**src/rtl/fp_encode_pipe.sv**
```systemverilog
// Three-stage valid/ready pipeline converting two's-complement samples to a
// packed {sign, exponent, significand} float code with rounding and saturation.
module fp_encode_pipe #(
  parameter int unsigned EXP_W = 3,
  parameter int unsigned SIG_W = 4,
  parameter int unsigned ROUND = 1,
  parameter int unsigned CNT_W = 8
) (
  input  logic                         clk,
  input  logic                         rst,
  input  logic [SIG_W+2**EXP_W-1:0]    in_data,
  input  logic                         in_valid,
  output logic                         in_ready,
  output logic [EXP_W+SIG_W:0]         out_data,
  output logic                         out_sat,
  output logic                         out_valid,
  input  logic                         out_ready,
  output logic [CNT_W-1:0]             sat_cnt
);

  localparam int unsigned NORM_N = 2**EXP_W;
  localparam int unsigned IN_W   = SIG_W + NORM_N;
  localparam int unsigned WIN_W  = SIG_W + 1;

  // Stage 1 registers: sign-magnitude
  logic              s1_valid;
  logic              s1_sign;
  logic [IN_W-1:0]   s1_mag;
  logic              s1_force;

  // Stage 2 registers: normalised fields
  logic              s2_valid;
  logic              s2_sign;
  logic [EXP_W-1:0]  s2_exp;
  logic [SIG_W-1:0]  s2_sig;
  logic              s2_rbit;
  logic              s2_force;

  // Handshake: each stage frees up when empty or when its content moves on
  logic s1_free;
  logic s2_free;
  logic s3_free;

  always_comb begin
    s3_free = !out_valid || out_ready;
    s2_free = !s2_valid || s3_free;
    s1_free = !s1_valid || s2_free;
  end

  assign in_ready = s1_free;

  // Stage 1 combinational: sign, magnitude, most-negative detection
  logic              in_sign;
  logic [IN_W-1:0]   in_mag;
  logic              in_force;

  always_comb begin
    in_sign  = in_data[IN_W-1];
    in_mag   = in_sign ? (~in_data + IN_W'(1)) : in_data;
    in_force = in_sign && (in_data[IN_W-2:0] == '0);
  end

  // Stage 2 combinational: leading-one search; exponent equals the shift amount
  logic [EXP_W-1:0]  n_exp;
  logic [WIN_W-1:0]  n_win;

  always_comb begin
    n_exp = '0;
    for (int k = 0; k < int'(NORM_N); k++) begin
      if (s1_mag[SIG_W-1+k]) n_exp = EXP_W'(k);
    end
    // Window keeps the significand plus the bit just below it (zero when exp=0)
    n_win = WIN_W'({s1_mag, 1'b0} >> n_exp);
  end

  // Stage 3 combinational: round half up, then saturate on overflow or force
  logic [EXP_W-1:0]  r_exp;
  logic [SIG_W-1:0]  r_sig;
  logic              r_ovf;
  logic              r_sat;

  always_comb begin
    r_exp = s2_exp;
    r_sig = s2_sig;
    r_ovf = 1'b0;
    if ((ROUND != 0) && s2_rbit) begin
      if (s2_sig != '1) begin
        r_sig = s2_sig + SIG_W'(1);
      end else begin
        r_sig = {1'b1, {(SIG_W-1){1'b0}}};
        if (s2_exp == '1) r_ovf = 1'b1;
        else              r_exp = s2_exp + EXP_W'(1);
      end
    end
    r_sat = r_ovf || s2_force;
    if (r_sat) begin
      r_exp = '1;
      r_sig = '1;
    end
  end

  always_ff @(posedge clk) begin
    if (rst) begin
      s1_valid  <= 1'b0;
      s1_sign   <= 1'b0;
      s1_mag    <= '0;
      s1_force  <= 1'b0;
      s2_valid  <= 1'b0;
      s2_sign   <= 1'b0;
      s2_exp    <= '0;
      s2_sig    <= '0;
      s2_rbit   <= 1'b0;
      s2_force  <= 1'b0;
      out_valid <= 1'b0;
      out_data  <= '0;
      out_sat   <= 1'b0;
      sat_cnt   <= '0;
    end else begin
      if (s1_free) s1_valid <= in_valid;
      if (s1_free && in_valid) begin
        s1_sign  <= in_sign;
        s1_mag   <= in_mag;
        s1_force <= in_force;
      end

      if (s2_free) s2_valid <= s1_valid;
      if (s2_free && s1_valid) begin
        s2_sign  <= s1_sign;
        s2_exp   <= n_exp;
        s2_sig   <= n_win[WIN_W-1:1];
        s2_rbit  <= n_win[0];
        s2_force <= s1_force;
      end

      if (s3_free) out_valid <= s2_valid;
      if (s3_free && s2_valid) begin
        out_data <= {s2_sign, r_exp, r_sig};
        out_sat  <= r_sat;
      end

      // Saturation event counter sticks at all-ones
      if (out_valid && out_ready && out_sat && (sat_cnt != '1)) begin
        sat_cnt <= sat_cnt + CNT_W'(1);
      end
    end
  end

endmodule
```
**config.mk**
```make
export PLATFORM = sky130hd
export DESIGN_NAME = fp_encode_pipe
export DESIGN_NICKNAME = d
export VERILOG_FILES = /design/src/rtl/fp_encode_pipe.sv
export SDC_FILE = /design/constraint.sdc
export NUM_CORES = 1
export LEC_CHECK = 0
export ABC_AREA = 1
export BUFFER_PORTS_ARGS = -buffer_cell sky130_fd_sc_hd__buf_2
export CAP_MARGIN = 20
export CORE_ASPECT_RATIO = 0.7
export CORE_MARGIN = 2
export CORE_UTILIZATION = 47
export DETAILED_ROUTE_END_ITERATION = 6
export MAX_ROUTING_LAYER = met4
export PLACE_DENSITY = 0.68
export SETUP_SLACK_MARGIN = 0.3
export SLEW_MARGIN = 30
export SYNTH_ARGS = -nofsm -noshare
export SYNTH_HDL_FRONTEND = slang
export SYNTH_SLANG_ARGS = --single-unit
```
**constraint.sdc**
```tcl
create_clock -name clk -period 1.9 [get_ports clk]
set_input_delay 0.38 -clock clk [delete_from_list [all_inputs] [get_ports clk]]
set_output_delay 0.38 -clock clk [all_outputs]
set_load 0.02 [all_outputs]
```
# Word level (Yosys, flattened, before mapping)
# Index checks and enable logic that the tools add are counted.
dict set report op_classes {
  bitwise 1
  muxes 18
  reduce_logical 15
  div 0
  shifts 1
  n_addsub 4
  n_eq_ne 3
  multipliers 0
  n_lt_le_gt_ge 0
}
# cell count
set op_table {}
lappend op_table {{2-to-1 mux 3 bit} 10}
lappend op_table {{>> shifter 13 x 3 -> 5 bit} 1}
lappend op_table {{adder 12 x 1 -> 12 bit, second input constant} 1}
lappend op_table {{2-to-1 mux 12 bit} 1}
lappend op_table {{2-to-1 mux 4 bit} 3}
lappend op_table {{NOT 12 bit} 1}
lappend op_table {{zero test 11 bit} 1}
lappend op_table {{adder 8 x 1 -> 8 bit, second input constant} 1}
lappend op_table {{inequality test 8 bit, second input constant} 1}
lappend op_table {{logical AND 1 bit} 7}
lappend op_table {{adder 4 x 1 -> 4 bit, second input constant} 1}
lappend op_table {{logical OR 1 bit} 4}
lappend op_table {{2-to-1 mux 1 bit} 4}
lappend op_table {{inequality test 4 bit, second input constant} 1}
lappend op_table {{adder 3 x 1 -> 3 bit, second input constant} 1}
lappend op_table {{== test 3 bit, second input constant} 1}
lappend op_table {{zero test 1 bit} 3}
dict set report word_totals {
  elab_cells 56
  mem_bits_rw 0
  output_inout_bits 19
  latch_bits 0
  romBits 0
  mem_count 0
  reg_bits 44
}

# Longest topological paths before layout
# Gate-level depths: netlist (run 1).
dict set report logic_depth {
  word_depth 8
  depth_mapped 14
  mapped_depth_nobuf 13
}

# Worst setup path before layout (run 1)
# OpenSTA, ideal clock, no wires.
dict set report synth_timing {
  kind {reg2reg}
  startpoint {reg out_valid}
  endpoint {reg s1_mag[4]}
  path_stages_with_launch 9
  slack_ps 333
  n_path_buf 1
  arrival_time_ps 1450
  period_less_slack_ps 1567
  setup_ps 116
  path_cell_list {dfxtp_1 > nand2_1 > nor2_2 > nand2_1 > nand2_2 > inv_2 > buf_6 > o211ai_1 > inv_1}
}
dict set report synth_via {
  elab_chain_len 5
}
# item line_no
set synth_lines {}
lappend synth_lines {{start: declaration} 16} ;# output logic out_valid,
lappend synth_lines {{start signal: assignment} 135} ;# if (s3_free) out_valid <= s2_valid;
lappend synth_lines {{zero test 1 bit} 45} ;# s3_free = !out_valid || out_ready;
lappend synth_lines {{logical OR 1 bit} 45}
lappend synth_lines {{logical OR 1 bit} 46} ;# s2_free = !s2_valid || s3_free;
lappend synth_lines {{logical OR 1 bit} 47} ;# s1_free = !s1_valid || s2_free;
lappend synth_lines {{via in_ready} 13} ;# output logic in_ready,
lappend synth_lines {{logical AND 1 bit} 120} ;# if (s1_free && in_valid) begin
lappend synth_lines {{end signal: assignment} 122} ;# s1_mag <= in_mag;
lappend synth_lines {{end: declaration} 28} ;# logic [IN_W-1:0] s1_mag;
# The timed path passes the listed nets, and every way through them passes these cells.
# A chain may end at the register's enable or synchronous reset.

# Final worst setup path (run 1)
dict set report layout_timing {
  startpoint {reg out_valid}
  endpoint {out in_ready}
}
dict set report layout_via {
  elab_chain_len 4
}
# item line_no
set layout_lines {}
lappend layout_lines {{zero test 1 bit} 45}
lappend layout_lines {{logical OR 1 bit} 45}
lappend layout_lines {{logical OR 1 bit} 46}
lappend layout_lines {{logical OR 1 bit} 47}
lappend layout_lines {{end: declaration} 13}
# Every way passes these cells.

==> metrics, run 1 <==
setup TNS=0 ns; Core Box Area=4782 um2; maximum root-to-sink buffer count=2; synthesized netlist cell count=343; Setup crit end kind=output port; worst-path maximum fanout=3; max_cap viols=0; Max rail drop VDD=0.0004068 V; vias per cell=4.918; Die X=88.27 um; min-delay src=in_data[1]; Mapped Avg Cell Area=6.810 um2; final net count=400; first-pass GRT wire length=9.183 mm; Post-Syn Nets=363; ratio of cells with drive above 1 in the final layout=21.00%; Pwr Total=0.001976 W; first drt pass iteration count=4; HPWL Detailed=3.787 mm; R2R Path Start=s2_sig[0]$_SDFFE_PP0P_; placed cells=439; Port Buffers=34; Final ANT Viol Nets=0; initial DRC count=134; skew final=0.006837 ns; Routability Congestion=0.8620; leakage=1.323 nW; drt wl/cell=11.32 um; Netlist cell types=31; die footprint=5559 um2; pwr dens=732.9 nW/um2; P&R area growth vs syn=15.43%; Least-Margin Pin Slew=0.3493 ns; CTS clk-pin slew, worst paths=0.08 ns; Hold Crit Class=in2reg; synthesized area=2336 um2; Fin. Hold Viols=0; n_diodes=0; later-pin clock latency in the skew report=0.29 ns; initial antenna violation count=0; final WL=5.094 mm; CTS buffer count=5; register bit count reported by yosys=43; GR Overflow Total=0; Non-Filler Instances=450; nature of the critical path startpoint=flop; sequential-to-total area share from yosys stat=36.85%; largest net degree at the start of global routing=32; warnings from Yosys=0; Critical Path Start=out_valid$_SDFFE_PP0P_; routed via count=2213; GRT Total Usage=21.11%; RSZ-0062 raised after global routing=no; Register Area=868.3 um2; hold_ws=0.3631 ns; Fillers=502; WS Path Type=reg2out; CTS Root Cell=clkbuf_8; Clock Sinks=43; fin crit period=1.505 ns; Initial Util=48.85%; Slew headroom=76.63%; Rows=21; Required @ worst endpoint=1.52 ns; # hold bufs at CTS=0; TritonCTS clock tree=done; Critical Path AT=1.13 ns; status=complete, no violations; fin crit share=79.23%; max frequency=0.6643 GHz; # IOs=35; most frequent cells in the layout=nand2_1 (61), inv_1 (41), nand3_1 (39); H-tree level count=2; footprint of the multi-input gates=1224 um2; DRC=0; commonest non-fill, non-tap cell in the layout=nand2_1; vias in the first global route=2045; die height=62.99 um; final setup violating endpoints=0; Max Transition Viols Final=0
## cell usage after synthesis, drive strengths merged
master,instances,area share (%)
nand2,72,13
inv,54,8.7
dfxtp,43,37
nand3,40,8.8
nor2,40,6.5
o21ai,30,6.4
a21oi,22,4.7
xor2,7,2.6
buf,5,2.1
o211ai,5,1.6
a31oi,4,1.1
ha,4,2.1
clkbuf,3,0.48
nand4,3,0.80
o221ai,3,1.1
xnor2,2,0.75
a32oi,1,0.38
nor3,1,0.70
o21ba,1,0.43
o21bai,1,0.32
o31ai,1,0.32
or2,1,0.27
## timing repair
| item | CTS | global route |
|---|---|---|
| gates resized for setup | 0 | 13 |
| buffers inserted | 0 | 3 |
| endpoints found under the setup margin | 0 | 16 |
## path summary, 6_finish.rpt
path	to	slack [ns]	depth (start not counted)
max	in_ready	0.39	4
min	s1_mag[1]$_SDFFE_PP0P_	0.36	3
max reg2reg	out_data[4]$_SDFFE_PP0P_	0.41	7
min reg2reg	out_valid$_SDFFE_PP0P_	0.48	2
## final cells by class
cell class | instances | share of cell area, %
inverter | 54 | 7.610
timing repair buffer | 38 | 8.445
tap | 69 | 3.202
clock buffer | 6 | 2.691
sequential | 43 | 32.20
clock inverter | 2 | 0.4640
multi-input combinational | 238 | 45.38
## metrics by stage
stage / area, um2 / util, % / setup slack (ns)
after floorplan: 2336 / - / 0.3332
after global placement: 2551 / 53.35 / 0.3290
after detailed placement: 2551 / 53.35 / 0.3101
after CTS: 2636 / 55.13 / 0.3400
after global routing: 2696 / 56.38 / 0.2748
final: 2696 / 56.38 / 0.3946
## registers in the layout (all words and copies together), names as in the netlist, 3 cells and up
name and flops:
sat_cnt 8, out_data 8, s2_sig 4, s1_mag 11
s2_exp 3
## power breakdown
part           total [W]  internal (W)  switching (W)
logic           0.000405      0.000153       0.000252
clock network   0.000571      0.000257       0.000314
registers        0.00100      0.000951      0.0000486
## critical path, stage by stage, from the launching register on
cell,delay [ns]
dfxtp_2,0.34
nand2_2,0.07
nor2_2,0.15
nand2_2,0.10
buf_4,0.16
## logic make-up (layout without fill, tap and decap cells)
family                   count (synthesis)  count (layout)  share of synthesized area, %
adder cells (fa/ha/maj)                  4               4                         2.143
AND/OR/NAND/NOR                        157             157                         29.94
flip-flops                              43              43                         36.85
XOR/XNOR                                 9               9                         3.375
AO/OA/AOI/OAI                           68              68                         16.39
buffers and inverters                   62             100                         11.30
## layer usage
metal,wire (um),vias up,track usage (%)
li1,-,1190,-
met3,191,2,4.756
met1,2862,992,31.90
met2,2019,29,29.04
met4,21,0,3.409
met5,0,-,-
Power figures use the tool's default switching activity.
==> run 2, diff against run 1 <==
- clock period: 1.9 -> 1.48 ns (I/O delays scaled with it)
==> metrics, run 2 (synthesis gave the netlist of run 1 again) <==
Slew headroom=82.05% (+5.4 points); fin crit period=1.408 ns; Most flops, register=s1_mag; die footprint=5559 um2 (unchanged); largest net degree at the start of global routing=30 (-6.3%); registers with the most flip-flops=s1_mag (11), out_data (8), sat_cnt (8); vias per cell=5.333 (+8.5%); Hold Path Depth=3 (unchanged); GRT Total Usage=26.03% (+4.9 points); Clock Sinks=43 (unchanged); final setup violating endpoints=0 (unchanged); Most Frequent Cell on Critical Path=nand2_1; CP peak stage delay=0.40 ns (+0.06 ns); most frequent cells in the layout=nand2_1 (44), inv_1 (39), buf_4 (36); Die X=88.27 um (unchanged); Fillers=341 (-32%); Core Box Area=4782 um2 (unchanged); Hold Path End=s1_mag[1]$_SDFFE_PP0P_; H-tree level count=2 (unchanged); GR Overflow Total=0 (unchanged); # IOs=35 (unchanged); n_diodes=0 (unchanged); R2R Path Start=s1_mag[7]$_SDFFE_PP0P_; TritonCTS clock tree=done; worst-path maximum fanout=9 (+6); RSZ-0062 raised after global routing=yes; Hold Crit Class=in2reg; Worst R2R Path Depth=10 (+3); routed via count=2672 (+21%); max frequency=0.7103 GHz; Setup crit end kind=flop; ratio of cells with drive above 1 in the final layout=48.84% (+28 points); initial antenna violation count=0 (unchanged); maximum root-to-sink buffer count=2 (unchanged); Port Buffers=34 (unchanged); Least-Margin Pin Slew=0.2664 ns (-0.08290 ns); CTS buffer count=5 (unchanged); Crit-path slowest cell=dfxtp_2; placed cells=447 (+1.8%); leakage=1.730 nW (+31%); setup TNS=0 ns (unchanged); DRC=0 (unchanged); first-pass GRT wire length=11.09 mm (+21%); WS Path Type=reg2reg; max FFs per register=11 (unchanged); P&R area growth vs syn=56.99%; Critical Path AT=1.67 ns (+0.54 ns); commonest non-fill, non-tap cell in the layout=nand2_1; # hold bufs at CTS=0 (unchanged); hold_ws=0.2622 ns (-0.1010 ns); fin crit share=95.13%; Required @ worst endpoint=1.74 ns (+0.22 ns); CTS clk-pin slew, worst paths=0.09 ns (about the same); Non-Filler Instances=501 (+11%); pwr dens=835.6 nW/um2 (+14%); CTS Root Cell=clkbuf_8; initial DRC count=213 (+59%); Pwr Total=0.003064 W (+55%); final net count=451 (+13%); later-pin clock latency in the skew report=0.31 ns (+0.02 ns); Final ANT Viol Nets=0 (unchanged); Fin. Hold Viols=0 (unchanged); nature of the critical path startpoint=flop; min-delay src=in_data[1]; die height=62.99 um (unchanged); Routability Congestion=0.9083 (+5.4%); HPWL Detailed=3.988 mm (+5.3%); capture point of the worst reg-to-reg path=s2_rbit$_SDFFE_PP0P_; skew final=0.007389 ns (+0.0005514 ns); Rows=21 (unchanged); Max rail drop VDD=0.0005478 V (+35%); final WL=7.685 mm (+51%); first drt pass iteration count=5 (+1); max_cap viols=0 (unchanged); Initial Util=48.85% (unchanged); register-to-register setup slack=0.07 ns (-0.34 ns); drt wl/cell=15.34 um (+36%); Max Transition Viols Final=0 (unchanged); status=complete, no violations; vias in the first global route=2433 (+19%); chain of cells forming the critical path=nor2_4 -> o21ai_1 -> nand2_2 -> inv_4 -> nand4_1 -> nand2_1 -> nand2_1 -> nand3_1 -> nand2_1 -> inv_1
## run 2: cell types whose count changed in the layout (fill, tap and decap cells not counted), sizes merged
cell / delta
clkinvlp: +1
inv: +1
clkbuf: +1
nand2: +2
clkinv: -1
buf: +46
bufinv: +1
## run 2: final cells by class
class | count | area, um2 | share of cell area, %
Multi-Input combinational cell | 240 | 1659 | 45.24
Sequential cell | 43 | 909.6 | 24.80
Timing Repair Buffer | 84 | 644.4 | 17.57
Inverter | 54 | 231.5 | 6.312
Tap cell | 69 | 86.33 | 2.354
Clock buffer | 7 | 76.32 | 2.081
Clock inverter | 1 | 30.03 | 0.8188
Timing Repair inverter | 3 | 30.03 | 0.8188
## run 2: per-layer routing
layer	wire, um	GRT usage, %	up-vias
li1	-	-	1297
met1	3350	36.93	1230
met2	3561	36.94	120
met3	547	7.133	25
met4	225	5.682	0
met5	0	-	-
## run 2: worst max path at each step
| stage | start | to | cells past startpoint |
|---|---|---|---|
| final | s1_mag[7]$_SDFFE_PP0P_ | s2_rbit$_SDFFE_PP0P_ | 10 |
| after detailed placement | s2_sig[0]$_SDFFE_PP0P_ | out_data[0]$_SDFFE_PP0P_ | 9 |
| after global placement | s2_sig[0]$_SDFFE_PP0P_ | out_data[0]$_SDFFE_PP0P_ | 9 |
| after floorplan | sat_cnt[1]$_SDFFE_PP0P_ | sat_cnt[4]$_SDFFE_PP0P_ | 9 |
| after global routing | s1_mag[5]$_SDFFE_PP0P_ | s2_sig[0]$_SDFFE_PP0P_ | 12 |
| after CTS | out_valid$_SDFFE_PP0P_ | in_ready | 4 |
## run 2: timing repair
| action | 4_1_cts | 5_1_grt |
|---|---|---|
| gates resized for setup | 65 | 79 |
| setup buffers | 28 | 13 |
| pin swaps | 26 | 25 |
| cloned | 4 | 1 |
| endpoints found under the hold margin | 0 | 0 |
| setup endpoints to repair | 36 | 48 |
## run 2: stage by stage
stage,setup WS [ns],cell area [um2],utilization (%)
floorplan,0.1643,2439,-
global placement,0.06594,2714,56.75
detailed placement,0.05722,2714,56.75
CTS,0.1362,3281,68.60
global route,0.001889,3667,76.69
finish,0.07210,3667,76.69
## run 2: power breakdown
part	internal, W	total, W	switching, W
combinational	0.000341	0.000832	0.000492
sequential	0.00121	0.00129	0.0000727
clock	0.000506	0.000946	0.000440
total	0.00206	0.00306	0.00100
## run 2: critical path: cells and delay by family, from the launching register on
family / cells / cell delay (ns)
simple gates: 7 / 0.65
buf+inv: 2 / 0.21
flops: 1 / 0.40
compound gates: 1 / 0.09
==> run 3, diff against run 2 <==
- REMOVE_ABC_BUFFERS: unset -> 1
==> metrics, run 3 (synthesis gave the netlist of run 1 again) <==
skew final=0.01086 ns (+0.003470 ns); H-tree level count=2 (unchanged); Initial Util=48.85% (unchanged); Internal=0.002217 W (+7.6%); switching power=0.001003 W (-0.14%); Hold Path End=out_valid$_SDFFE_PP0P_; chain of cells forming the critical path=nand2_4 -> nor2_4 -> nand2_2 -> buf_6 -> nand2_8 -> buf_12 -> inv_8 -> o221ai_2 -> inv_1; status=complete, no violations; n_diodes=0 (unchanged); HPWL Detailed=3.941 mm (-1.2%); registers with the most flip-flops=s1_mag (11), out_data (8), sat_cnt (8); WS Path Type=reg2reg; Fin. Hold Viols=0 (unchanged); Routability Congestion=0.8980 (-1.1%); final net count=437 (-3.1%); leakage=1.678 nW (-3.0%); most frequent cells in the layout=nand2_1 (40), inv_1 (38), nor2_1 (31); Max rail drop VDD=0.0005849 V (+6.8%); Port Buffers=34 (unchanged); Crit-path slowest cell=dfxtp_2; later-pin clock latency in the skew report=0.30 ns (about the same); register-to-register setup slack=0.09 ns (+0.02 ns); Final ANT Viol Nets=0 (unchanged); TritonCTS clock tree=done; capture point of the worst reg-to-reg path=s1_mag[5]$_SDFFE_PP0P_; die footprint=5559 um2 (unchanged); sw frac=31.14% (-1.6 points); Core Box Area=4782 um2 (unchanged); final WL=6.918 mm (-10%); Least-Margin Pin Slew=0.3187 ns (+0.05231 ns); max_cap viols=0 (unchanged); vias per cell=5.207 (-2.4%); Worst R2R Path Depth=9 (-1); RSZ-0062 raised after global routing=yes; Setup crit end kind=flop; commonest non-fill, non-tap cell in the layout=nand2_1; final setup violating endpoints=0 (unchanged); GRT Total Usage=24.36% (-1.7 points); routed via count=2536 (-5.1%); CP peak stage delay=0.37 ns (-0.03 ns); initial DRC count=153 (-28%); Hold Path Depth=4 (+1); fin crit period=1.391 ns (-0.01712 ns); pwr dens=906.7 nW/um2 (+8.5%); max FFs per register=11 (unchanged); Critical Path AT=1.58 ns (-0.09 ns); Sequential Power Share=40.0% (-2.0 points); GR Overflow Total=0 (unchanged); worst-path maximum fanout=6 (-3); P&R area growth vs syn=52.01%; CTS clk-pin slew, worst paths=0.09 ns (about the same); Pwr Total=0.003220 W (+5.1%); initial antenna violation count=0 (unchanged); largest net degree at the start of global routing=28 (-6.7%); share of total power in the clock network=34.1% (+3.2 points); Critical Path Start=out_valid$_SDFFE_PP0P_; min-delay src=out_ready; hold_ws=0.2746 ns (+0.01239 ns); CTS Root Cell=clkbuf_8; first drt pass iteration count=4 (-1); Max Transition Viols Final=0 (unchanged); die height=62.99 um (unchanged); max frequency=0.7190 GHz (+1.2%); Slew headroom=78.53% (-3.5 points); R2R Path Start=out_valid$_SDFFE_PP0P_; Required @ worst endpoint=1.67 ns (-0.07 ns); CTS buffer count=5 (unchanged); drt wl/cell=14.21 um (-7.4%); # hold bufs at CTS=0 (unchanged); Die X=88.27 um (unchanged); vias in the first global route=2260 (-7.1%); fin crit share=93.97% (-1.2 points); Rows=21 (unchanged); Hold Crit Class=in2reg; Clock Sinks=43 (unchanged); nature of the critical path startpoint=flop; first-pass GRT wire length=10.55 mm (-4.9%); Most flops, register=s1_mag; maximum root-to-sink buffer count=2 (unchanged); # IOs=35 (unchanged); pre-CTS WS=-0.0008097 ns (-0.05803 ns); setup ws final=0.08922 ns (+0.01712 ns); ratio of cells with drive above 1 in the final layout=45.22% (-3.6 points); DRC=0 (unchanged); Combinational Power Share=25.8% (-1.4 points)
## run 3: changes by cell type in the layout (fill, tap and decap cells not counted), moves of 3 or more
cell and change:
nor2_1 +7, nand2_1 -4, dfxtp_4 -6, inv_2 +3, nand3_2 -4, nand3_1 +4
buf_6 -3, dfxtp_1 +3, buf_4 -14, o21ai_1 +3, dfxtp_2 +3, nor2_4 -6
## run 3: timing repair
action | 4_1_cts | 5_1_grt
setup endpoints to repair | 39 | 45
setup buffers | 16 | 6
hold endpoints to repair | 0 | 0
cloned | 3 | 2
pin swaps | 22 | 27
gates resized for setup | 87 | 69
## run 3: how the worst max path moves through the flow
stage	to	slack [ns]	cells past startpoint
2_1_floorplan	sat_cnt[4]$_SDFFE_PP0P_	-0.06	9
3_3_place_gp	sat_cnt[7]$_SDFFE_PP0P_	-0.003	9
3_5_place_dp	sat_cnt[7]$_SDFFE_PP0P_	-0.0008	9
4_1_cts	in_ready	0.13	4
5_1_grt	s2_sig[2]$_SDFFE_PP0P_	0.02	11
6_report	s1_mag[5]$_SDFFE_PP0P_	0.09	9
## run 3: per-layer routing
layer  global-route usage (%)  part of all wire (%)
met5                        -                     0
met4                    3.977                  0.66
met3                    4.756                   6.0
met2                    35.43                    47
met1                    35.62                    46
## run 3: layout make-up
class	count	area, um2
clock buffer	6	72.57
clock inverter	2	60.06
fill	329	1231
inverter	54	222.7
multi-input combinational	240	1632
sequential	43	890.9
tap	69	86.33
timing repair buffer	70	550.5
timing repair inverter	3	36.28
## run 3: critical path: cells and delay by family (launching register included)
kind	cells	cell delay [ns]
compound gates	1	0.17
buf+inv	4	0.36
flops	1	0.37
simple gates	4	0.38
## run 3: per-stage QoR
step | instances | utilization, % | cell area, um2 | setup TNS, ns
6_report | 487 | 74.25 | 3551 | 0
3_3_place_gp | 452 | 55.39 | 2649 | -0.002586
3_5_place_dp | 452 | 55.39 | 2649 | -0.0008097
4_1_cts | 479 | 67.77 | 3241 | 0
5_1_grt | 487 | 74.25 | 3551 | 0
2_1_floorplan | 335 | - | 2275 | -0.1667
## run 3: power groups by stage
stage | combinational, W | clock [W] | sequential, W
finish | 0.000832 | 0.00110 | 0.00129
global route | 0.000898 | 0.00114 | 0.00130
CTS | 0.000687 | 0.00110 | 0.00128
detailed placement | 0.000534 | 0 | 0.00130
global placement | 0.000525 | 0 | 0.00130
floorplan | 0.000350 | 0 | 0.00131
